[src/rtl/fixed_point_divider.sv]
// fixed_point_divider: restoring shift-subtract divider, quotient = (dividend << FRAC_BITS) / divisor,
// one quotient bit per clk_audio edge, saturating to all ones. Define ROUND_EN for round-half-up.
module fixed_point_divider #(
  parameter int IN_W      = 64,
  parameter int OUT_W     = 32,
  parameter int FRAC_BITS = 20
) (
  input  logic             clk_audio,
  input  logic             reset,
  input  logic             start,
  input  logic [IN_W-1:0]  dividend,
  input  logic [IN_W-1:0]  divisor,
  output logic [OUT_W-1:0] quotient,
  output logic             busy,
  output logic             done,
  output logic             div_by_zero
);

  localparam int N     = IN_W + FRAC_BITS;
  localparam int CNT_W = $clog2(N + 1);

  typedef enum logic [1:0] {S_IDLE, S_RUN, S_FINISH} state_e;

  state_e           state_q, state_d;
  logic [CNT_W-1:0] count_q, count_d;
  logic [N-1:0]     num_q, num_d;
  logic [IN_W:0]    rem_q, rem_d;
  logic [N-1:0]     quo_q, quo_d;
  logic [IN_W-1:0]  divisor_q, divisor_d;
  logic [OUT_W-1:0] quotient_q, quotient_d;
  logic             done_q, done_d;
  logic             dbz_q, dbz_d;

  logic [IN_W:0]    rem_shift;
  logic             quo_bit;
  logic [N:0]       round_inc;
  logic [N:0]       quo_final;
  logic             sat;

  // Datapath helpers: one restoring step and the end-of-operation rounding/saturation.
  always_comb begin
    rem_shift = {rem_q[IN_W-1:0], num_q[N-1]};
    // A set top bit means the shifted remainder already exceeds any divisor.
    quo_bit   = rem_q[IN_W] || (rem_shift >= {1'b0, divisor_q});
    round_inc = '0;
`ifdef ROUND_EN
    round_inc[0] = ({rem_q, 1'b0} >= {2'b00, divisor_q});
`endif
    // One bit wider than the working quotient so a rounding carry is never lost.
    quo_final = {1'b0, quo_q} + round_inc;
    sat       = |quo_final[N:OUT_W];
  end

  always_comb begin
    // NOTE: every next-state variable gets a default first so no latch is inferred.
    state_d    = state_q;
    count_d    = count_q;
    num_d      = num_q;
    rem_d      = rem_q;
    quo_d      = quo_q;
    divisor_d  = divisor_q;
    quotient_d = quotient_q;
    done_d     = 1'b0;
    dbz_d      = dbz_q;

    case (state_q)
      S_IDLE: begin
        if (start) begin
          divisor_d = divisor;
          num_d     = {dividend, {FRAC_BITS{1'b0}}};
          rem_d     = '0;
          quo_d     = '0;
          count_d   = CNT_W'(N);
          dbz_d     = 1'b0;
          state_d   = (divisor == '0) ? S_FINISH : S_RUN;
        end
      end

      S_RUN: begin
        num_d   = num_q << 1;
        quo_d   = {quo_q[N-2:0], quo_bit};
        rem_d   = quo_bit ? (rem_shift - {1'b0, divisor_q}) : rem_shift;
        count_d = count_q - CNT_W'(1);
        if (count_q == CNT_W'(1)) state_d = S_FINISH;
      end

      S_FINISH: begin
        done_d  = 1'b1;
        state_d = S_IDLE;
        if (divisor_q == '0) begin
          quotient_d = '1;
          dbz_d      = 1'b1;
        end else begin
          quotient_d = sat ? '1 : quo_final[OUT_W-1:0];
          dbz_d      = 1'b0;
        end
      end

      default: state_d = S_IDLE;
    endcase
  end

  // NOTE: state registers use non-blocking assignments; reset clears working
  // registers too so an abandoned operation leaves nothing behind.
  always_ff @(posedge clk_audio) begin
    if (reset) begin
      state_q    <= S_IDLE;
      count_q    <= '0;
      num_q      <= '0;
      rem_q      <= '0;
      quo_q      <= '0;
      divisor_q  <= '0;
      quotient_q <= '0;
      done_q     <= 1'b0;
      dbz_q      <= 1'b0;
    end else begin
      state_q    <= state_d;
      count_q    <= count_d;
      num_q      <= num_d;
      rem_q      <= rem_d;
      quo_q      <= quo_d;
      divisor_q  <= divisor_d;
      quotient_q <= quotient_d;
      done_q     <= done_d;
      dbz_q      <= dbz_d;
    end
  end

  assign quotient    = quotient_q;
  assign busy        = (state_q != S_IDLE);
  assign done        = done_q;
  assign div_by_zero = dbz_q;

endmodule

[config.mk]
export PLATFORM = sky130hd
export DESIGN_NAME = fixed_point_divider
export DESIGN_NICKNAME = d
export VERILOG_FILES = /design/src/rtl/fixed_point_divider.sv
export SDC_FILE = /design/constraint.sdc
export NUM_CORES = 1
export LEC_CHECK = 0
export ABC_AREA = 0
export BUFFER_PORTS_ARGS = -buffer_cell sky130_fd_sc_hd__buf_2
export CORE_MARGIN = 3
export CORE_UTILIZATION = 55
export DETAILED_ROUTE_END_ITERATION = 12
export HOLD_SLACK_MARGIN = 0.08
export PLACE_DENSITY_LB_ADDON = 0.1
export SETUP_SLACK_MARGIN = 0.02
export SLEW_MARGIN = 40
export SYNTH_ARGS = -nofsm -noshare
export SYNTH_HDL_FRONTEND = slang
export SYNTH_SLANG_ARGS = --single-unit
[constraint.sdc]
create_clock -name clk_audio -period 5.82 [get_ports clk_audio]
set_input_delay 0.582 -clock clk_audio [delete_from_list [all_inputs] [get_ports clk_audio]]
set_output_delay 0.582 -clock clk_audio [all_outputs]
set_load 0.1 [all_outputs]
### After elaboration in Yosys (flattened, before gate mapping)

Index checks and enable logic that the tools add are counted.

| storage, ports and cells | value |
|---|---|
| flip-flop bits (word level) | 340 |
| output and inout bits | 35 |

| cells by class | value |
|---|---|
| add/sub/neg operators | 2 |
| $lt $le $gt $ge | 1 |
| eq/ne operators | 5 |
| muxes and demuxes | 19 |
| reduce and logical (&&, ||, !) cells | 12 |

Operator list:

| cell | number |
|---|---|
| $pmux W84 S2 | 2 |
| $mux W84 | 2 |
| $mux W65 | 2 |
| $pmux W65 S2 | 1 |
| $logic_not A64 Y1 | 2 |
| $ge A65 B64 Y1 | 1 |
| $sub A65 B64 Y65 | 1 |
| $mux W32 | 2 |
| $reduce_or A52 Y1 | 1 |
| $pmux W7 S2 | 1 |
| $reduce_and A2 Y1 | 4 |
| $eq A7 B1 Y1 const B | 1 |
| $mux W7 | 1 |
| $sub A7 B1 Y7 const B | 1 |
| $mux W2 | 3 |
| $reduce_bool A2 Y1 | 3 |
| $ne A2 B2 Y1 const B | 2 |
| $pmux W2 S2 | 1 |
| $mux W1 | 3 |
| $eq A2 B1 Y1 const B | 1 |
| $eq A2 B2 Y1 const B | 1 |
| $logic_not A2 Y1 | 1 |
| $pmux W1 S2 | 1 |
| $logic_or A1 B1 Y1 | 1 |

### Depth between registers and ports, before layout

Gate-level depths: netlist of run 1.

| logic depth | value |
|---|---|
| depth after elaboration | 4 |
| mapped depth | 15 |
| mapped depth without buffers | 13 |

### Least setup slack after synthesis of run 1

No wires, ideal clock.

| timing | value |
|---|---|
| path kind | flip-flop to flip-flop |
| start | register num_q[83] |
| end | register rem_q[36] |
| setup time | 0.069 ns |
| arrival | 2.671 ns |
| required time | 5.751 ns |
| path slack | 3.080 ns |
| cell stages (with the launch flop) | 14 |
| clock period less this slack | 2.740 ns |
| cell sequence | dfxtp_1 inv_1 ha_1 fa_1 nand2b_1 a21oi_1 a31oi_1 o311ai_2 a21oi_1 o21a_1 o21bai_1 a21boi_0 xor2_1 o21ai_1 |

| between the ends | value |
|---|---|
| cells in the longest elaborated chain, start to end | 4 |

Ends and longest elaborated chain:

| item | RTL line | source |
|---|---|---|
| start, declared | 26 | `logic [N-1:0] num_q, num_d;` |
| start signal, assigned | 119 | `num_q <= num_d;` |
| $ge A65 B64 Y1 | 44 | `quo_bit = rem_q[IN_W] \|\| (rem_shift >= {1'b0, divisor_q});` |
| $logic_or A1 B1 Y1 | 44 |  |
| $mux W65 (*) | 82 | `rem_d = quo_bit ? (rem_shift - {1'b0, divisor_q}) : rem_shift;` |
| $pmux W65 S2 (*) | 66 | `case (state_q)` |
| end signal, assigned | 120 | `rem_q <= rem_d;` |
| end, declared | 27 | `logic [IN_W:0] rem_q, rem_d;` |

Every way passes the cells marked *; elsewhere a longest branch is shown, timed or not.
A chain may end at the register's enable or synchronous reset.

### Worst setup path after layout of run 1

| timing | value |
|---|---|
| start | register divisor_q[1] |
| end | register rem_q[22] |

| between the ends | value |
|---|---|
| cells in the longest elaborated chain, start to end | 4 |

Ends and longest elaborated chain:

| item | RTL line | source |
|---|---|---|
| start, declared | 29 | `logic [IN_W-1:0] divisor_q, divisor_d;` |
| start signal, assigned | 122 | `divisor_q <= divisor_d;` |
| $ge A65 B64 Y1 | 44 |  |
| $logic_or A1 B1 Y1 | 44 |  |
| $mux W65 (*) | 82 |  |
| $pmux W65 S2 (*) | 66 |  |

Marks and branches as above.

==> metrics.txt, run 1 <==
outcome=complete, no violations; nature of the critical path startpoint=register; H-tree lvl count=2; post-synthesis sequential area ratio=38.3%; first-pass GRT wire length=72700 um; Seq cells post-synth=320; Worst Skew=16.2 ps; top-area cell type share of the netlist area=38.3%; drt first pass iters=6; GPL Wtd Cong=0.974; drt via density=5.78; largest net degree at the start of global routing=130; Final ANT Viol Nets=0; Cell Area, Synth=0.0167 sq mm; fmax=288 MHz; I/O pin count=166; setup TNS=0 ps; Unique masters post-synth=74; final wirelength=44700 um; Finished Cell Area=0.0189 sq mm; yosys warns=0; number of hold violations in the final report=0; Layout area overhead=12.7%; DR vias=15700; Multi-input gate area=0.00941 sq mm; most common cell after layout, fill and taps aside=nor2_1; total CTS buffers=36; Yosys top cell by area=dfxtp_1; row cnt=63; Worst-Margin Slew=834 ps; Starting Density=56.2%; register area=0.00641 sq mm; synthesized instance count=2238; worst endpoint required time=6240 ps; buffers added on ports=165; hold crit path type=in2reg; Critical Path AT=3900 ps; Clock Sinks=320; vias in the first global route=14700; CTS Root Cell=clkbuf_16; worst-path maximum fanout=103; clk slew on worst S/H paths=60 ps; Crit Path Class=reg2reg; Design Power=0.0110 W; Primary FF master, synth=dfxtp_1; CP Capture Type=register; die width=180 um; # hold bufs at CTS=0; dpl cell area=0.0176 sq mm; period utilization=59.7%; DIE HEIGHT=180 um; final hold slack=289 ps; number of gates resized after cts=0; Syn Area/Cell=7.48 sq um; Worst VDD drop=0.000753 V; Final setup viols=0; GRT Total Usage=26.1%; number of remaining DRC errors=0; Mapped Nets=2436; fin. max-slew vios=0; gr ovfl total=0; number of synthesized flops with an enable pin=0; layout cells sized above 1=12.0%; worst-case clock buffer depth=3; pwr dens=580 mW/mm^2; RSZ-0062 raised after global routing=false; Synth area leaders=dfxtp_1 (38%), nor2_1 (9.1%), a21oi_1 (7.1%), nand2_1 (5.2%), ha_1 (4.9%); DR iter-0 viols=1334; fin crit period=3480 ps; maxcap violations=0; core area=0.0298 sq mm; most frequent cells in the layout=nor2_1 (402), dfxtp_1 (318), a21oi_1 (237), nand2_1 (230), buf_2 (164); Routed wire per std cell=16.4 um; Post-DP HPWL=30200 um; Async S/R FF share, synth=0%; CTS tree=done; initial antenna violation count=3; full die area=0.0326 sq mm; Leak=8.02 nW; clk_lat worst skew=540 ps; Setup Fix Bufs, Post-CTS=0; fill count=2711; Nets=2498; Slew HR=43.9%
[state kept, by name, summed over array words and instances, names as in the netlist]
| register | flops |
|---|---|
| div_by_zero | 1 |
| divisor_q | 64 |
| state_q | 2 |
| rem_q | 65 |
| quotient | 32 |
| num_q | 64 |
| count_q | 7 |
| quo_q | 84 |
| done | 1 |
[layout make-up]
cell class / instances / share of cell area [%]
multi-input combinational: 1674 / 49.9
sequential: 320 / 34.0
clock buffer: 51 / 5.60
timing repair buffer: 181 / 5.16
tap: 390 / 2.59
inverter: 87 / 1.73
clock inverter: 15 / 1.07
antenna: 1 / 0.0133
[Yosys cell counts, types with 25 or more instances]
cell / instances
nor2_1: 405
dfxtp_1: 320
inv_1: 87
nand4_1: 34
nor4_1: 52
buf_2: 25
nand2_1: 231
clkbuf_1: 113
a21oi_1: 237
xor2_1: 29
nor3_1: 106
nor2b_1: 71
xnor2_1: 35
a22oi_1: 86
o21ai_0: 55
o21ai_1: 60
ha_1: 66
[worst max-delay path, stage by stage, from the launching register on]
cell	delay [ps]
dfxtp_1	410
inv_1	70
ha_1	290
nor2b_1	150
o31a_1	290
o31ai_2	360
a311oi_2	230
o211ai_2	220
nand2_2	110
a21boi_4	160
buf_6	590
o21ai_0	210
a22o_1	230
[cells by family (layout without fill, tap and decap cells)]
logic type      Yosys count  count (layout)  share of synthesized area, %
xor+xnor                 64              64                          3.35
mux                       5               5                         0.299
fa+ha+maj                67              67                          5.05
other cells               0               1                             0
buf+inv                 244             334                          5.89
flops                   320             320                          38.3
compound gates          577             577                          21.4
simple gates            961             961                          25.7
[per-stage QoR]
stage | utilization [%] | std cells | setup WS, ps
after CTS | 63.3 | 2718 | 2350
final | 63.3 | 2719 | 2340
after global routing | 63.3 | 2718 | 2050
after floorplan | - | 2238 | 3080
after detailed placement | 59.1 | 2652 | 2380
after global placement | 59.0 | 2652 | 2290
[where the power goes]
| group | switching [W] | leakage, nW | internal [W] | total (W) |
|---|---|---|---|---|
| Clock | 0.000956 | 0.612 | 0.00138 | 0.00234 |
| Sequential | 0.000190 | 2.61 | 0.00244 | 0.00263 |
| Combinational | 0.00374 | 4.80 | 0.00225 | 0.00598 |
| Total | 0.00489 | 8.02 | 0.00607 | 0.0110 |
[per-layer routing]
| metal | GRT usage [%] | vias up | routed length, um | share of wire [%] |
|---|---|---|---|---|
| met5 | 0 | - | 34 | 0.076 |
| met4 | 9.92 | 6 | 1620 | 3.6 |
| met3 | 5.07 | 91 | 2700 | 6.0 |
| met2 | 42.2 | 380 | 20400 | 46 |
| met1 | 34.7 | 7358 | 19900 | 45 |
| li1 | - | 7893 | - | - |
[final timing paths]
path | endpoint | slack, ps | cells after the start | start
setup / recovery | rem_q[22] | 2340 | 12 | divisor_q[1]
hold / removal | num_q[20] | 290 | 3 | dividend[0]
setup reg to reg | rem_q[22] | 2340 | 12 | divisor_q[1]
hold reg to reg | rem_q[64] | 470 | 2 | rem_q[64]
No activity file was read; power rests on OpenSTA's default activity.
==> run 2: changes to the inputs <==
==> constraint.sdc (replaced) <==
create_clock -name clk_audio -period 3.33 [get_ports clk_audio]
set_input_delay 0.333 -clock clk_audio [delete_from_list [all_inputs] [get_ports clk_audio]]
set_output_delay 0.333 -clock clk_audio [all_outputs]
set_load 0.1 [all_outputs]
==> metrics.txt, run 2 (synthesis gave the netlist of run 1 again) <==
Nets=2574 (+3.0%); first-pass GRT wire length=75000 um (+3.2%); RSZ-0062 raised after global routing=true; DR vias=16100 (+2.2%); core area=0.0298 sq mm (unchanged); die width=180 um (unchanged); gr ovfl total=0 (unchanged); outcome=complete, no violations; final hold slack=95.4 ps (-194 ps); fmax=315 MHz (+9.5%); Biggest register=quo_q; number of remaining DRC errors=0 (unchanged); Final setup viols=0 (unchanged); dpl cell area=0.0178 sq mm (+1.4%); total CTS buffers=35 (-2.8%); Slew HR=50.0% (+6.1 points); Routed wire per std cell=16.5 um (+0.44%); Crit Path Class=reg2reg; hold crit path type=in2reg; CTS Root Cell=clkbuf_16; Clock Sinks=320 (unchanged); max reg flops=84 (unchanged); Post-DP HPWL=30800 um (+2.1%); buffers added on ports=165 (unchanged); drt first pass iters=6 (unchanged); CP Capture Type=register; CP Cell Sequence=inv_1 > ha_1 > nor2b_1 > o31a_1 > o31ai_4 > a311oi_4 > o211ai_2 > nand2_2 > a21boi_4 > buf_12 > buf_12 > nor3_1 > a21oi_1 > o21ai_1; fill count=2595 (-4.3%); Critical Path AT=3550 ps (-350 ps); layout cells sized above 1=12.4% (+0.40 points); Worst-Margin Slew=749 ps (-85.3 ps); fin crit period=3170 ps (-301 ps); drt via density=5.77 (-0.26%); most frequent cells in the layout=nor2_1 (402), dfxtp_1 (317), a21oi_1 (237), nand2_1 (230), buf_2 (164); WP buf/inv=3 (+1); pwr dens=1020 mW/mm^2 (+77%); Largest regs=quo_q: 84 flops, rem_q: 65 flops; row cnt=63 (unchanged); worst endpoint required time=3710 ps (-2530 ps); Final ANT Viol Nets=0 (unchanged); CP most frequent cell=buf_12; vias in the first global route=15100 (+2.7%); Leak=8.36 nW (+4.3%); Finished Cell Area=0.0196 sq mm (+3.8%); Worst Skew=19.4 ps (+3.30 ps); final wirelength=46000 um (+2.9%); I/O pin count=166 (unchanged); largest net degree at the start of global routing=127 (-2.3%); Util after Layout=65.7% (+2.4 points); setup TNS=0 ps (unchanged); Worst path top cell family by delay=compound AO/OA/AOI/OAI gates; fin. max-slew vios=0 (unchanged); register area=0.00641 sq mm (about the same); most common cell after layout, fill and taps aside=nor2_1; DR iter-0 viols=1276 (-4.3%); clk slew on worst S/H paths=60 ps (about the same); GRT Total Usage=26.8% (+0.71 points); Starting Density=56.2% (unchanged); DIE HEIGHT=180 um (unchanged); period utilization=95.3% (+36 points); slowest CP cell=o31ai_4; full die area=0.0326 sq mm (unchanged); H-tree lvl count=2 (unchanged); worst-path maximum fanout=22 (-79%); worst-case clock buffer depth=3 (unchanged); initial antenna violation count=4 (+1); clk_lat worst skew=520 ps (-20 ps); CP max stage delay=390 ps (-200 ps); number of hold violations in the final report=0 (unchanged); maxcap violations=0 (unchanged); Layout area overhead=17.0%; Design Power=0.0201 W (+83%); antenna fix cells=0 (-1); GPL Wtd Cong=0.942 (-3.3%); Multi-input gate area=0.00944 sq mm (+0.35%); CTS tree=done; Worst VDD drop=0.000738 V (-2.0%); nature of the critical path startpoint=register
-- run 2: cell types whose count changed in the layout (fill, tap and decap cells not counted), moves of 4 or more --
cell / previous run / this run
buf_12: 0 / 7
buf_4: 11 / 32
clkinv_2: 5 / 1
dlygate4sd3_1: 0 / 49
nor4_2: 4 / 0
-- run 2: cell type report --
| cell class | instances | area share, % |
|---|---|---|
| clock buffer | 52 | 5.32 |
| tap | 390 | 2.49 |
| clock inverter | 6 | 0.505 |
| sequential | 320 | 32.7 |
| inverter | 87 | 1.67 |
| timing repair buffer | 258 | 9.07 |
| multi-input combinational | 1674 | 48.2 |
-- run 2: repair_timing --
action                                  in CTS  in global routing
hold buffers                                49                  0
buffers inserted                             0                  1
hold endpoints to repair                    49                  0
pin swaps                                    0                  6
gates resized for setup                      2                  6
gates cloned                                 0                  1
endpoints found under the setup margin       3                 36
-- run 2: path summary, 6_finish.rpt --
check	start	to	slack, ps	depth (start not counted)
setup / recovery	divisor_q[1]	rem_q[3]	160	14
hold / removal	divisor[13]	divisor_q[13]	100	3
setup reg to reg	divisor_q[1]	rem_q[3]	160	14
hold reg to reg	divisor_q[55]	divisor_q[55]	470	2
-- run 2: where the power goes --
group / switching (W) / total [W] / internal [W]
registers: 0.000331 / 0.00460 / 0.00427
clock network: 0.00155 / 0.00387 / 0.00232
logic: 0.00689 / 0.0116 / 0.00471
total: 0.00878 / 0.0201 / 0.0113
-- run 2: tightest hold or removal path, stage by stage --
cell     delay (ps)
buf_2           110
nand2_1          60
a21oi_1          60
-- run 2: per-stage QoR --
step / std cells / worst slack, ps
3_5_place_dp: 2678 / 19.2
5_1_grt: 2787 / 4.67
2_1_floorplan: 2238 / 590
4_1_cts: 2785 / 95.0
6_report: 2787 / 156
3_3_place_gp: 2678 / 4.33
-- run 2: layer usage --
layer  global-route usage (%)  vias to the layer above  wire length [um]
li1                         -                     8055                 -
met1                     36.1                     7484             20600
met2                     43.5                      428             21200
met3                     4.76                      104              2630
met4                     9.58                        8              1580
met5                        0                        -                42
